File: src/rtl/ahb_ctrl_slave.sv
// -----------------------------------------------------------------------------
// ahb_ctrl_slave
//
// AHB-Lite single-transfer responder for the CPU wake-up/control window.
// The external decoder asserts HSEL_i for the window; this block decodes the
// low OFS_W address bits into four word registers:
//
//   0x0 CTRL     [0] run (RW), [1] irq_en (RW, only with the IRQ build)
//   0x4 STATUS   [0] done (sticky, write-1-to-clear), [1] mbox_valid (RO)
//   0x8 MBOX_IN  host-to-CPU mailbox (RW), a write sets mbox_valid
//   0xC MBOX_OUT CPU-to-host mailbox (RO), host writes are ignored with OKAY
//
// Illegal transfers (offset >= 0x10, misaligned address, non-word size)
// receive the two-cycle ERROR response and change no register state.
//
// Parameters
//   WAIT_CYCLES  wait states inserted in every legal data phase (0..15)
//   OFS_W        local offset width taken from HADDR_i (4..31)
//
// Build option
//   AHB_CTRL_SLAVE_IRQ_EN  when defined, irq_o is the registered AND of
//                          STATUS.done and CTRL.irq_en; otherwise irq_o is
//                          tied low and CTRL[1] reads 0 / ignores writes.
//
// Ports
//   clk_i, rst_i          clock, synchronous active-high reset
//   HSEL_i .. HREADY_i    AHB-Lite slave inputs (address and data phase)
//   HREADY_o, HRESP_o,
//   HRDATA_o              AHB-Lite slave responses, all registered
//   run_o                 CPU run enable (CTRL[0])
//   mbox_o                host-to-CPU mailbox contents
//   mbox_ack_i            CPU consumed mbox_o (pulse), clears mbox_valid
//   cpu_data_i/_we_i      CPU-to-host mailbox load
//   done_i                CPU done pulse, sets STATUS.done
//   irq_o                 interrupt to the host
// -----------------------------------------------------------------------------
module ahb_ctrl_slave #(
  parameter int unsigned WAIT_CYCLES = 0,
  parameter int unsigned OFS_W       = 4
) (
  input  logic        clk_i,
  input  logic        rst_i,
  input  logic        HSEL_i,
  input  logic [31:0] HADDR_i,
  input  logic [1:0]  HTRANS_i,
  input  logic        HWRITE_i,
  input  logic [2:0]  HSIZE_i,
  input  logic [31:0] HWDATA_i,
  input  logic        HREADY_i,
  output logic        HREADY_o,
  output logic [1:0]  HRESP_o,
  output logic [31:0] HRDATA_o,
  output logic        run_o,
  output logic [31:0] mbox_o,
  input  logic        mbox_ack_i,
  input  logic [31:0] cpu_data_i,
  input  logic        cpu_data_we_i,
  input  logic        done_i,
  output logic        irq_o
);

  localparam logic [1:0] RESP_OKAY  = 2'b00;
  localparam logic [1:0] RESP_ERROR = 2'b01;
  localparam logic [2:0] SIZE_WORD  = 3'b010;

  // Counter value loaded on entry to WAIT; the last wait cycle is cnt_q == 0.
  localparam logic [3:0] WAIT_LAST = (WAIT_CYCLES == 0) ? 4'd0 : 4'(WAIT_CYCLES - 1);

`ifdef AHB_CTRL_SLAVE_IRQ_EN
  localparam bit IRQ_EN = 1'b1;
`else
  localparam bit IRQ_EN = 1'b0;
`endif

  typedef enum logic [1:0] {
    S_IDLE,
    S_WAIT,
    S_ERR1,
    S_ERR2
  } state_e;

  // ---------------------------------------------------------------------------
  // Bus-side state
  // ---------------------------------------------------------------------------
  state_e      state_q;
  logic [3:0]  cnt_q;
  logic        dp_act_q;    // a legal transfer owns the current data phase
  logic        dp_write_q;
  logic [1:0]  dp_idx_q;    // register index of that transfer
  logic        hready_q;
  logic [1:0]  hresp_q;
  logic [31:0] hrdata_q;

  // ---------------------------------------------------------------------------
  // Register file
  // ---------------------------------------------------------------------------
  logic        run_q,        run_d;
  logic        irq_en_q,     irq_en_d;
  logic        done_q,       done_d;
  logic        mbox_valid_q, mbox_valid_d;
  logic [31:0] mbox_in_q,    mbox_in_d;
  logic [31:0] mbox_out_q,   mbox_out_d;

  // ---------------------------------------------------------------------------
  // Address-phase decode
  // ---------------------------------------------------------------------------
  logic accept;
  logic can_accept;
  logic ofs_hi_zero;
  logic legal;

  assign can_accept = (state_q == S_IDLE) || (state_q == S_ERR2);
  assign accept     = can_accept & HSEL_i & HREADY_i & HTRANS_i[1];

  // Offset bits above the four-register window must be zero; address bits
  // above OFS_W belong to the external decoder and are ignored here.
  if (OFS_W > 4) begin : g_wide_ofs
    assign ofs_hi_zero = (HADDR_i[OFS_W-1:4] == '0);
  end else begin : g_narrow_ofs
    assign ofs_hi_zero = 1'b1;
  end

  assign legal = ofs_hi_zero && (HADDR_i[1:0] == 2'b00) && (HSIZE_i == SIZE_WORD);

  // Only NONSEQ/SEQ are distinguished via HTRANS_i[1]; the high address bits
  // are decoded outside this block.
  logic unused_bus;
  assign unused_bus = ^{HADDR_i[31:OFS_W], HTRANS_i[0]};

  // ---------------------------------------------------------------------------
  // Data-phase completion and host-write forwarding
  // ---------------------------------------------------------------------------
  // A data phase completes in the cycle this slave drives HREADY_o high while
  // a legal transfer is pending; the write commits on the edge ending it.
  logic complete;
  logic wr_en;
  logic wr_mbox;

  assign complete = hready_q & dp_act_q;
  assign wr_en    = complete & dp_write_q;
  assign wr_mbox  = wr_en && (dp_idx_q == 2'd2);

  // fwd_* is the register file as seen after the completing host write only.
  // Reads captured on the same edge use it, so a write followed immediately
  // by a read of the same register returns the new value, while CPU-side
  // events (done_i, mbox_ack_i, cpu_data_we_i) on that edge are not yet seen.
  logic        fwd_run;
  logic        fwd_irq_en;
  logic        fwd_done;
  logic        fwd_mbv;
  logic [31:0] fwd_mbin;
  logic [1:0]  rd_idx;
  logic [31:0] rd_data;

  // A zero-wait read is captured at the end of its address phase; a waited
  // read is captured at the end of its last wait cycle.
  assign rd_idx = (state_q == S_WAIT) ? dp_idx_q : HADDR_i[3:2];

  always_comb begin
    // NOTE: every signal gets a default first so no path through the block
    // leaves it unassigned, which would otherwise infer a latch.
    fwd_run    = run_q;
    fwd_irq_en = irq_en_q;
    fwd_done   = done_q;
    fwd_mbv    = mbox_valid_q;
    fwd_mbin   = mbox_in_q;

    if (wr_en) begin
      unique case (dp_idx_q)
        2'd0: begin
          fwd_run    = HWDATA_i[0];
          fwd_irq_en = IRQ_EN ? HWDATA_i[1] : 1'b0;
        end
        2'd1: begin
          if (HWDATA_i[0]) fwd_done = 1'b0;
        end
        2'd2: begin
          fwd_mbin = HWDATA_i;
          fwd_mbv  = 1'b1;
        end
        default: ;  // MBOX_OUT is read-only from the bus
      endcase
    end

    rd_data = '0;
    unique case (rd_idx)
      2'd0: rd_data = {30'd0, fwd_irq_en, fwd_run};
      2'd1: rd_data = {30'd0, fwd_mbv, fwd_done};
      2'd2: rd_data = fwd_mbin;
      2'd3: rd_data = mbox_out_q;
    endcase

    // Next state = host view plus CPU-side events. A done_i set and a
    // mailbox write both win over a simultaneous clear.
    run_d        = fwd_run;
    irq_en_d     = fwd_irq_en;
    done_d       = fwd_done | done_i;
    mbox_valid_d = wr_mbox | (mbox_valid_q & ~mbox_ack_i);
    mbox_in_d    = fwd_mbin;
    mbox_out_d   = cpu_data_we_i ? cpu_data_i : mbox_out_q;
  end

  // ---------------------------------------------------------------------------
  // Transfer FSM with registered HREADY_o / HRESP_o / HRDATA_o
  // ---------------------------------------------------------------------------
  // NOTE: sequential state uses non-blocking assignments so every flop samples
  // the pre-edge values regardless of statement order.
  always_ff @(posedge clk_i) begin
    if (rst_i) begin
      state_q    <= S_IDLE;
      cnt_q      <= '0;
      dp_act_q   <= 1'b0;
      dp_write_q <= 1'b0;
      dp_idx_q   <= '0;
      hready_q   <= 1'b1;
      hresp_q    <= RESP_OKAY;
      hrdata_q   <= '0;
    end else begin
      // Read data is only non-zero in the cycle that completes a legal read.
      hrdata_q <= '0;

      unique case (state_q)
        S_IDLE, S_ERR2: begin
          state_q  <= S_IDLE;
          dp_act_q <= 1'b0;
          hready_q <= 1'b1;
          hresp_q  <= RESP_OKAY;
          if (accept) begin
            if (legal) begin
              dp_act_q   <= 1'b1;
              dp_write_q <= HWRITE_i;
              dp_idx_q   <= HADDR_i[3:2];
              if (WAIT_CYCLES == 0) begin
                if (!HWRITE_i) hrdata_q <= rd_data;
              end else begin
                state_q  <= S_WAIT;
                cnt_q    <= WAIT_LAST;
                hready_q <= 1'b0;
              end
            end else begin
              state_q  <= S_ERR1;
              hready_q <= 1'b0;
              hresp_q  <= RESP_ERROR;
            end
          end
        end

        S_WAIT: begin
          if (cnt_q == 4'd0) begin
            // Next cycle is the completion cycle; it is handled as IDLE so a
            // new address phase can be accepted alongside it.
            state_q  <= S_IDLE;
            hready_q <= 1'b1;
            if (!dp_write_q) hrdata_q <= rd_data;
          end else begin
            cnt_q <= cnt_q - 4'd1;
          end
        end

        S_ERR1: begin
          state_q  <= S_ERR2;
          hready_q <= 1'b1;
          hresp_q  <= RESP_ERROR;
        end

        default: begin
          state_q  <= S_IDLE;
          dp_act_q <= 1'b0;
          hready_q <= 1'b1;
          hresp_q  <= RESP_OKAY;
        end
      endcase
    end
  end

  // ---------------------------------------------------------------------------
  // Register file flops
  // ---------------------------------------------------------------------------
  always_ff @(posedge clk_i) begin
    if (rst_i) begin
      run_q        <= 1'b0;
      irq_en_q     <= 1'b0;
      done_q       <= 1'b0;
      mbox_valid_q <= 1'b0;
      mbox_in_q    <= '0;
      mbox_out_q   <= '0;
    end else begin
      run_q        <= run_d;
      irq_en_q     <= irq_en_d;
      done_q       <= done_d;
      mbox_valid_q <= mbox_valid_d;
      mbox_in_q    <= mbox_in_d;
      mbox_out_q   <= mbox_out_d;
    end
  end

  // ---------------------------------------------------------------------------
  // Interrupt
  // ---------------------------------------------------------------------------
`ifdef AHB_CTRL_SLAVE_IRQ_EN
  // Registered from the stored flags: rises one cycle after done sets.
  logic irq_q;

  always_ff @(posedge clk_i) begin
    if (rst_i) irq_q <= 1'b0;
    else       irq_q <= done_q & irq_en_q;
  end

  assign irq_o = irq_q;
`else
  assign irq_o = 1'b0;
`endif

  assign HREADY_o = hready_q;
  assign HRESP_o  = hresp_q;
  assign HRDATA_o = hrdata_q;
  assign run_o    = run_q;
  assign mbox_o   = mbox_in_q;

endmodule

File: config.mk
export PLATFORM = sky130hd
export DESIGN_NAME = ahb_ctrl_slave
export DESIGN_NICKNAME = d
export VERILOG_FILES = /design/src/rtl/ahb_ctrl_slave.sv
export SDC_FILE = /design/constraint.sdc
export NUM_CORES = 1
export LEC_CHECK = 0
export CAP_MARGIN = 20
export CORE_AREA = 8 8 117 119
export CTS_CLUSTER_DIAMETER = 200
export DETAILED_ROUTE_END_ITERATION = 7
export DIE_AREA = 0 0 125 127
export MAX_ROUTING_LAYER = met4
export PLACE_DENSITY_LB_ADDON = 0.2
export SETUP_SLACK_MARGIN = 0.5
export SKIP_LAST_GASP = 1
export SYNTH_ARGS = -nofsm -noshare
export SYNTH_HDL_FRONTEND = slang
export SYNTH_SLANG_ARGS = --single-unit
File: constraint.sdc
create_clock -name clk_i -period 2.3 [get_ports clk_i]
set_clock_uncertainty 0.1 [all_clocks]
set_input_delay 0.345 -clock clk_i [delete_from_list [all_inputs] [get_ports clk_i]]
set_output_delay 0.345 -clock clk_i [all_outputs]
set_load 0.03 [all_outputs]
; Yosys cells after proc, flatten, opt, wreduce, memory -nomap -nowiden
; Index checks and enable logic that the tools add are counted.
[totals]
in_bits = 109
regBits = 113
word_cells = 78
[op_classes]
mux = 31
n_reduce_logical = 12
add_sub_neg = 1
n_eq_ne = 10
bitwise = 10
[op_table]
columns = cell, n
row1 = $mux W32, 7
row2 = $pmux W32 S4, 1
row3 = $pmux W32 S2, 1
row4 = $mux W1, 15
row5 = $eq A2 B2 Y1 const B, 5
row6 = $logic_not A2 Y1, 4
row7 = $mux W2, 4
row8 = $and A1 B1 Y1, 6
row9 = $eq A2 B1 Y1 const B, 3
row10 = $pmux W2 S3, 1
row11 = $logic_not A4 Y1, 1
row12 = $pmux W2 S2, 1
row13 = $sub A4 B1 Y4 const B, 1
row14 = $eq A3 B2 Y1 const B, 1
row15 = $pmux W1 S3, 1
row16 = $reduce_and A3 Y1, 1
row17 = $logic_and A1 B1 Y1, 2
row18 = $ne A2 B1 Y1 const B, 1
row19 = $not A1 Y1, 2
row20 = $or A1 B1 Y1, 2
row21 = $reduce_and A2 Y1, 1
row22 = $reduce_bool A2 Y1, 1
row23 = $reduce_or A2 Y1, 1
row24 = $logic_or A1 B1 Y1, 1

; Longest topological paths before layout
[depth]
ltp_word = 8
depth_mapped = 8

; Worst setup path before layout
; Ideal clock, no wire load.
[synth_path]
path_kind = flip-flop to flip-flop
start = register state_q[1]
end = register hrdata_q[1] (netlist: HRDATA_o[1])
required_ns = 2.114
period_less_slack_ns = 1.863
n_path_buf = 1
setup_slack_ns = 0.437
stages_incl_launch_ff = 7
arrival_time_ns = 1.677
path_cell_list = dfxtp_1 -> inv_1 -> ha_1 -> buf_2 -> mux2_2 -> o31a_1 -> a221oi_2
[synth_between]
elab_chain_len = 8
[synth_rtl]
columns = item, line_no
row1 = start: declaration, 85  ; state_e state_q;
row2 = start signal: assignment, 210  ; state_q <= S_IDLE;
row3 = start signal: assignment, 224  ; state_q <= S_IDLE;
row4 = start signal: assignment, 236  ; state_q <= S_WAIT;
row5 = $eq A2 B1 Y1, "157, 222"
row6 = $mux W2, 157  ; assign rd_idx = (state_q == S_WAIT) ? dp_idx_q : HADDR_i[3:2];
row7 = "$eq A2 B2 Y1, or another cell as far along", 186  ; unique case (rd_idx)
row8 = $pmux W32 S4, 186
row9 = $mux W32, 234  ; if (!HWRITE_i) hrdata_q <= rd_data;
row10 = $mux W32, 229  ; if (legal) begin
row11 = $mux W32, 228  ; if (accept) begin
row12 = $pmux W32 S2 (*), 222  ; unique case (state_q)
row13 = end signal: assignment, 234
row14 = end signal: assignment, 254  ; if (!dp_write_q) hrdata_q <= rd_data;
row15 = end: declaration, 92  ; logic [31:0] hrdata_q;
; Mark *: on every way between the ends. The rest lies on a longest branch, timed or not.
; A chain may end at the register's enable or synchronous reset.

; Final worst setup path
[layout_path]
start = register cnt_q[1]
end = register hrdata_q[29] (netlist: HRDATA_o[29])
[layout_between]
elab_chain_len = 3
[layout_rtl]
columns = item, line_no
row1 = start: declaration, 86  ; logic [3:0] cnt_q;
row2 = start signal: assignment, 256  ; cnt_q <= cnt_q - 4'd1;
row3 = $logic_not A4 Y1, 249  ; if (cnt_q == 4'd0) begin
row4 = $mux W32, 249
row5 = $pmux W32 S2, 222
; No other way between the ends.

==> results_dict.tcl <==
set metrics [dict create \
    critPathRequiredTime_ns 2.48 \
    post_synth_fa_ha_maj_area_fraction_pct 1.62 \
    switching_power_mw 0.917 \
    port_buffers 146 \
    finalSetupViolCount 0 \
    io_pins 178 \
    final_core_util_pct 59.5 \
    r2r_slack_ns 0.38 \
    cell_type_of_the_slowest_stage_on_the_worst_timing_path "or3b_4" \
    synth_ff_type "dfxtp_1" \
    design_power_total_mw 3.98 \
    core_um2 11800 \
    cp_slowest_stage_delay_ns 0.39 \
    yosysWarningCount 0 \
    start_util_pct 39.2 \
    grt.overflow.total 0 \
    cts-buffers-inserted 9 \
    sequential_fraction_of_the_synthesis_area_pct 48.4 \
    critical_path_buf_inv_count 3 \
    vias_per_cell 5.11 \
    chipHeight_um 127 \
    detailedRoute.firstPassIterationCount 4 \
    edff_count_synth 0 \
    library_cell_with_the_highest_instance_count_after_synthesis "dfxtp_1" \
    final_net_count 755 \
    gr-usage-all-layers_pct 17.8 \
    synthDominantCellAreaShare_pct 48.4 \
    yosys.area_share.simple_pct 14.3 \
    synth_top_area_cell "dfxtp_1" \
    setup_tns_ns 0 \
    largest_net_degree_at_the_start_of_global_routing 81 \
    synth_top_family_by_area "compound AO/OA/AOI/OAI gates" \
    ir_drop_worst_case_vdd_v 0.000404 \
    worstMarginPinSlew_ns 0.799 \
    rsz0062_at_grt "yes" \
    totalWireLength_um 14400 \
    multi_input_comb_area_um2 2450 \
    cts.sinks 112 \
    yosys-top-cells-area "dfxtp_1, mux2i_1, o21ba_2, a21boi_0, and3_1" \
    remaining_drc_errors 0 \
    synth_commonest_cells "dfxtp_1, nor2_1, mux2i_1, a21oi_1, nand2_1" \
    synthesis.area_per_instance_um2 9.45 \
    synthToLayoutAreaGrowth_pct 51.9 \
    min_delay_path_class "flop to flop" \
    timing.critical_path.from_type "flop" \
    count_of_filler_cells_inserted_in_the_layout 1046 \
    final.setup.worst_slack_ns 0.376 \
    htreeDepth 3 \
    combinationalPowerShare_pct 8.6 \
    placementRows 40 \
    synth-xor-area-share_pct 0.568 \
    worstPathArrival_ns 2.11 \
    cap_viol_max_count 0 \
    ys_seq_elements 112 \
    cells_traversed_along_the_worst_timing_path "inv_2, ha_4, or3b_4, nor4_4, buf_4, nor2_4, clkbuf_16, a21oi_4" \
    drtAntennaViolNets 0 \
    grt_pass1_wl_um 22200 \
    groute.layer.met2.usage_pct 28.1 \
    synth.lib_cells_used.distinct 43 \
    power_leakage_nw 3.29 \
    grtUsageMet1_pct 21.8 \
    globalRoute.busiestLayer "met2" \
    dr.first_iter.drc_count 195 \
    global_route_met3_utilization_pct 4.99 \
    finalCritPeriodShare_pct 83.7 \
    master_cell_of_the_clock_root_buffer "clkbuf_16" \
    asyncSetResetFlopFracSynth_pct 0 \
    critPathTopFamily "simple AND/OR/NAND/NOR gates" \
    floorplan.die.width_um 125 \
    max-slew-margin-rel_pct 46.8 \
    power_switching_share_pct 23.0 \
    dp_hpwl_um 9410 \
    path_max_fanout 6 \
    min_period_ns 1.92 \
    final-max-slew-violation-count 0 \
    post_drt_wl_per_cell_um 18.2 \
    synthesis.area_um2 4630 \
    ctsLongestPathBuffers 2 \
    crit_type "flop to flop" \
    n_antenna_cell 0 \
    fp.dieArea_um2 15900 \
    hold_buffer_count_at_cts 0 \
    seqCellArea_um2 2250 \
    place_congestion 0.821 \
    clk-insertion-delay-late_ns 0.34 \
    outcome "completed" \
    dp_worst_setup_slack_ns 0.0401 \
    first_global_vias 4219 \
    power.sequential.fraction_pct 50.0 \
    vias 4045 \
    power_density_nw_per_um2 566 \
    setup.worst_path.end_class "flop" \
    cts_tree "built" \
    postSynthCellCount 490 \
    timing_hold_violations_final 0 \
    p_clk_share_pct 41.4 \
    intPower_mw 3.07 \
    timing.fmax_mhz 520 \
    antenna_found_initial 0 \
    synth_mux_area_share_pct 8.92 \
    clkTransAtPathRegs_ns 0.08 \
    final_layout_size_suffix_gt1_share_pct 22.0 \
    synth_compound_gate_area_share_pct 21.6 \
]
## sequential cells by signal, summed over array words and instances, names as in the netlist, 2 cells and up
name	cells
HRDATA_o	32
mbox_o	32
mbox_out_q	32
cnt_q	4
dp_idx_q	2
state_q	2
## worst reg2reg max path: stages (launching register included)
cell,delay (ns)
dfxtp_2,0.34
inv_2,0.08
ha_4,0.13
or3b_4,0.39
nor4_4,0.28
buf_4,0.18
nor2_4,0.08
clkbuf_16,0.20
a21oi_4,0.11
## layer usage
metal / up-vias / wire length (um)
met5: - / 0
met4: 0 / 159
met3: 12 / 935
met2: 109 / 6690
met1: 1930 / 6610
li1: 1994 / -
## per-stage QoR
step	hold WS [ns]	instances	area, um^2
2_1_floorplan	0.325	491	4640
3_3_place_gp	0.340	756	6250
3_5_place_dp	0.346	756	6250
4_1_cts	0.348	784	6740
5_1_grt	0.377	792	7030
6_report	0.360	792	7030
## cells by family (layout without fill, tap and decap cells)
group / after synthesis / in the layout
buffers and inverters: 49 / 202
AO/OA/AOI/OAI: 144 / 144
AND/OR/NAND/NOR: 134 / 135
multiplexers: 41 / 41
other: 1 / 2
adder cells (fa/ha/maj): 6 / 6
flip-flops: 112 / 112
XOR/XNOR: 3 / 3
## power groups by stage
stage | Combinational [mW] | Sequential [mW] | Clock, mW
global route | 0.368 | 2.00 | 1.74
floorplan | 0.142 | 2.04 | 0
global placement | 0.320 | 2.04 | 0
finish | 0.342 | 1.99 | 1.65
detailed placement | 0.322 | 2.04 | 0
CTS | 0.335 | 1.99 | 1.67
## layout by cell type (no fill, tap or decap), types with 2 or more instances in the layout
master / n
a21boi_0: 29
a21boi_1: 2
a21o_1: 2
a21oi_1: 7
a21oi_2: 28
a21oi_4: 2
a221oi_2: 2
a311oi_1: 2
and3_1: 31
buf_12: 4
buf_2: 2
buf_4: 18
buf_6: 7
clkbuf_16: 11
clkdlybuf4s50_1: 75
clkinv_4: 2
conb_1: 2
dfxtp_1: 107
dfxtp_2: 4
dlygate4sd2_1: 47
dlymetal6s2s_1: 22
ha_1: 3
ha_4: 3
inv_1: 5
inv_2: 3
mux2i_1: 38
nand2_1: 33
nand2b_1: 3
nand3_1: 5
nor2_1: 45
nor3_1: 3
nor4_4: 2
o21ai_0: 29
o21ai_1: 3
o21ba_2: 31
xor2_1: 2
## what timing repair did
item | 4_1_cts | 5_1_grt
setup buffers | 10 | 5
pin swaps | 7 | 11
gates cloned | 2 | 3
endpoints found under the setup margin | 89 | 59
gates resized for setup | 87 | 56
## final cells by class
type | count | share of cell area, %
multi-input cells | 331 | 34.9
flip-flops and latches | 112 | 32.0
repair buffers | 177 | 25.5
clock buffers | 10 | 3.40
well taps | 147 | 2.62
clock inverters | 6 | 1.07
inverters | 9 | 0.516
## final timing paths
kind,startpoint,to,cells after the start
worst max-delay path,cnt_q[1]$_SDFFE_PP0P_,HRDATA_o[29]$_SDFF_PP0_,8
worst min-delay path,mbox_out_q[8]$_SDFFE_PP0P_,HRDATA_o[8]$_SDFF_PP0_,2
worst max register to register,cnt_q[1]$_SDFFE_PP0P_,HRDATA_o[29]$_SDFF_PP0_,8
worst min register to register,mbox_out_q[8]$_SDFFE_PP0P_,HRDATA_o[8]$_SDFF_PP0_,2
No activity file was read; power rests on OpenSTA's default activity.
==> variant 1, RTL diff (same settings) <==
The localparam `IRQ_EN` goes from 1'b0 to 1'b1.
--- a/src/rtl/ahb_ctrl_slave.sv
+++ b/src/rtl/ahb_ctrl_slave.sv
@@ -70,5 +70,5 @@
   localparam bit IRQ_EN = 1'b1;
 `else
-  localparam bit IRQ_EN = 1'b0;
+  localparam bit IRQ_EN = 1'b1;
 `endif
 
Function: changed (a bounded check fails within 4 cycles, from zero or initial values and one cycle with rst_i high).
==> variant 1 against the unedited design <==
Setup slack improved by 0.035 ns. Power rose by 7.5%. Cell count fell by 7.7%. Wire length fell by 8.2%. Final area fell by 1.1%. Sequential cell count did not move. Area after synthesis fell by 6.1%. Core utilization fell by 0.65 points. Critical path type unchanged.
==> variant 1: results (changes against the unedited design) <==
Placement
  • Pre-CTS setup slack: 0.0426 ns (+0.00255 ns)
  • Detailed Place HPWL: 8.50 mm (-9.6%)
  • Gpl congestion: 0.770 (-6.3%)
  • Placed inst area: 6000 um2 (-4.1%)

Global route
  • Tot GR Track Use: 0.160 (-0.0183)
  • Pin count of the biggest net entering global routing: 58 (-28%)
  • Global-route wire length before repair: 19.7 mm (-11%)
  • Met1 Usage GRT: 0.184 (-0.0332)
  • Vias in the first global route: 3,648 (-14%)
  • Met2 Usage GRT: 0.270 (-0.0109)

Logic synthesis
  • Leading cell types by total area after synthesis: dfxtp_1, mux2i_1, nor2_1
  • Avg Cell Area, Syn: 10.4 um2 (+10%)
  • Register area share after synthesis: 0.516 (+0.0312)
  • Post-synth top cells: dfxtp_1, nor2_1, mux2i_1

Drt
  • Vias/cell: 4.87 (-4.7%)
  • WL met1: 6.05 mm (-8.4%)
  • WL final: 13.2 mm (-8.2%)
  • 1st-iter DRT viols: 255 (+31%)
  • Wire length on met2: 6.45 mm (-3.6%)

Final layout
  • Fraction of cell area in non-clock buffers: 0.271 (+0.0158)
  • # nets final: 694 (-8.1%)
  • Non-clock buffers: 180 (+1.7%)
  • Non-Filler Instances: 731 (-7.7%)
  • Share of layout cells above drive strength 1: 0.217 (-0.00269)
  • # fillers: 986 (-5.7%)

Pwr
  • Pleak: 3.25 nW (-1.0%)
  • Pwr/cell area: 615 nW/um2 (+8.6%)

Clocking
  • Resized cells post-CTS: 77 (-11%)

Min path
  • Min-Delay Path Class: in2reg

Critical path
  • Arrival @ worst endpoint: 2.06 ns (-0.05 ns)
  • Max stage delay on crit path: 0.49 ns (+0.10 ns)

Run status
  • Outcome: complete, no violations
## variant 1: changes by cell type after synthesis, moves of 29 or more
cell / before / now
a21boi_0: 29 / 0
nand2_1: 34 / 5
and3_1: 32 / 0
o21ai_0: 31 / 1
nor2_1: 47 / 103
o21ba_2: 31 / 0
## variant 1: power by group
| group | switching (W) | internal (W) |
|---|---|---|
| clock | 0.000720 | 0.00118 |
| sequential | 0.0000224 | 0.00197 |
| combinational | 0.000167 | 0.000221 |
| total | 0.000910 | 0.00337 |
## variant 1: final timing paths
kind	slack (ns)	from	endpoint	cells after the start
worst max register to register	0.41	dp_write_q$_SDFFE_PP0P_	HRDATA_o[1]$_SDFF_PP0_	6
worst max-delay path	0.41	dp_write_q$_SDFFE_PP0P_	HRDATA_o[1]$_SDFF_PP0_	6
worst min-delay path	0.37	rst_i	mbox_out_q[31]$_SDFFE_PP0P_	2
worst min register to register	0.39	mbox_out_q[19]$_SDFFE_PP0P_	HRDATA_o[19]$_SDFF_PP0_	2
## variant 1: kinds of logic (layout without fill, tap and decap cells)
| logic type | count (synthesis) | count (layout) | synth area share |
|---|---|---|---|
| AOI/OAI and AO/OA | 50 | 50 | 0.101 |
| xor gates and xnor gates | 3 | 3 | 0.00604 |
| adders and majority gates | 6 | 6 | 0.0173 |
| buffers and inverters | 39 | 203 | 0.0449 |
| DFF | 112 | 112 | 0.516 |
| muxes | 71 | 71 | 0.170 |
| other | 1 | 2 | 0.000862 |
| and+or+nand+nor | 136 | 137 | 0.145 |
## variant 1: worst reg2reg max path, delay by kind of cell (launching register included)
| family | cells | cell delay [ns] |
|---|---|---|
| multiplexers | 1 | 0.15 |
| AND/OR/NAND/NOR | 2 | 0.58 |
| AO/OA/AOI/OAI | 2 | 0.43 |
| flip-flops | 1 | 0.37 |
| buffers and inverters | 1 | 0.20 |
==> variant 2, RTL diff (config.mk and constraints unchanged) <==
Without the edit above. Re-encode `state_e` (4 states) as Gray code, 2 bits wide.
--- a/src/rtl/ahb_ctrl_slave.sv
+++ b/src/rtl/ahb_ctrl_slave.sv
@@ -74,8 +74,8 @@
 
   typedef enum logic [1:0] {
-    S_IDLE,
-    S_WAIT,
-    S_ERR1,
-    S_ERR2
+    S_IDLE = 2'b00,
+    S_WAIT = 2'b01,
+    S_ERR1 = 2'b11,
+    S_ERR2 = 2'b10
   } state_e;
 
Check against the original RTL: same outputs for any inputs over 4 cycles, from zero or initial values and one cycle with rst_i high; so few cycles prove little.
==> variant 2 against the unedited design <==
Area after synthesis decreased by 5.3%. Wire length decreased by 11%. Fmax increased by 3.5%. Power increased by 4.5%. Clock power increased by 11%. Cell count decreased by 4.3%. Final area decreased by 6.7%. Die area unchanged. Critical path depth decreased by 3. Setup slack improved by 0.065 ns. Sequential cell count unchanged.
==> variant 2: results (changes against the unedited design) <==
Drt
  • 1st-iter DRT viols: 201 (+3.1%)
  • Initial DRT Pass Iterations: 5 (+1)
  • WL met1: 5.46 mm (-17%)
  • Vias/cell: 4.96 (-2.8%)
  • DR WL met3: 1.03 mm (+10%)
  • Wire length on met2: 6.04 mm (-9.7%)
  • WL final: 12.7 mm (-11%)

Clocking
  • Post-CTS Setup Inserts: 3 (-7)
  • Resized cells post-CTS: 71 (-18%)

Critical path
  • CP endpoint: HRDATA_o[3]$_SDFF_PP0_
  • Arrival @ worst endpoint: 2.05 ns (-0.06 ns)
  • Cell family with most CP delay: buffers and inverters
  • Reg2reg end: HRDATA_o[19]$_SDFF_PP0_
  • R2R Setup Slk: 0.46 ns (+0.08 ns)
  • CP max stage cell: clkdlybuf4s50_1
  • Worst setup startpoint: HADDR_i[2]
  • R2R Path Start: cnt_q[0]$_SDFFE_PP0P_

Timing
  • Relative slew slack: 0.467 (-0.000972)
  • WHS: 0.188 ns (-0.172 ns)

Placement
  • Detailed Place HPWL: 9.17 mm (-2.6%)
  • Gpl congestion: 0.797 (-2.9%)

Global route
  • Initial antenna violation count: 3 (+3)
  • Met2 Usage GRT: 0.253 (-0.0281)
  • Met1 Usage GRT: 0.185 (-0.0330)
  • Global-route wire length before repair: 20.2 mm (-8.8%)
  • Tot GR Track Use: 0.162 (-0.0161)
  • Pin count of the biggest net entering global routing: 76 (-6.2%)
  • Vias in the first global route: 3,823 (-9.4%)
  • Met3 Usage GRT: 0.0620 (+0.0121)

Logic synthesis
  • Leading cell types by total area after synthesis: dfxtp_1, mux2i_1, nor2_1
  • Synth Area in Adders: 0.00571 (-0.0105)
  • Area fraction in compound gates after synthesis: 0.163 (-0.0524)
  • Mux share of post-synthesis cell area: 0.125 (+0.0361)
  • Register area share after synthesis: 0.511 (+0.0271)
  • Syn Std Cell Area: 4380 um2 (-5.3%)
  • Post-synth top cells: dfxtp_1, nor2_1, mux2i_1

Run status
  • Outcome: complete, no violations

Min path
  • Min-Delay Path Class: in2reg
  • Hold path startpoint: rst_i

Final layout
  • # nets final: 714 (-5.4%)
  • # fillers: 1,071 (+2.4%)

Pwr
  • Seq pwr share: 0.480 (-0.020)
  • Worst-case vdd ir drop: 0.269 mV (-33%)
  • P_comb: 0.000336 W (-2%)
  • Pleak: 2.89 nW (-12%)
  • Net Sw Power: 0.000874 W (-4.7%)
## variant 2: cell count changes in the layout (fill, tap and decap cells not counted), sizes merged, moves of 14 or more
cell and delta:
o21ba -31, a21boi -30, nor2 +30, and3 -29
nand3 +16, a211oi +15, a21o +14, mux2i +14
## variant 2: per-stage QoR
step	std cells	cell area [um2]	total power (W)	utilization	setup WS [ns]
after floorplan	452	4400	0.00219	-	0.491
after global placement	729	6030	0.00237	0.511	0.0118
after detailed placement	729	6030	0.00237	0.511	0.000468
after CTS	749	6400	0.00421	0.542	0.403
after global routing	758	6560	0.00432	0.555	0.370
final	758	6560	0.00416	0.555	0.440
## variant 2: cell type report
cell class              count  area share
well taps                 147      0.0280
inverters                   2     0.00114
clock buffers              11      0.0385
clock inverters             5      0.0156
flip-flops and latches    112       0.342
diodes                      3     0.00114
multi-input cells         308       0.320
repair buffers            170       0.253
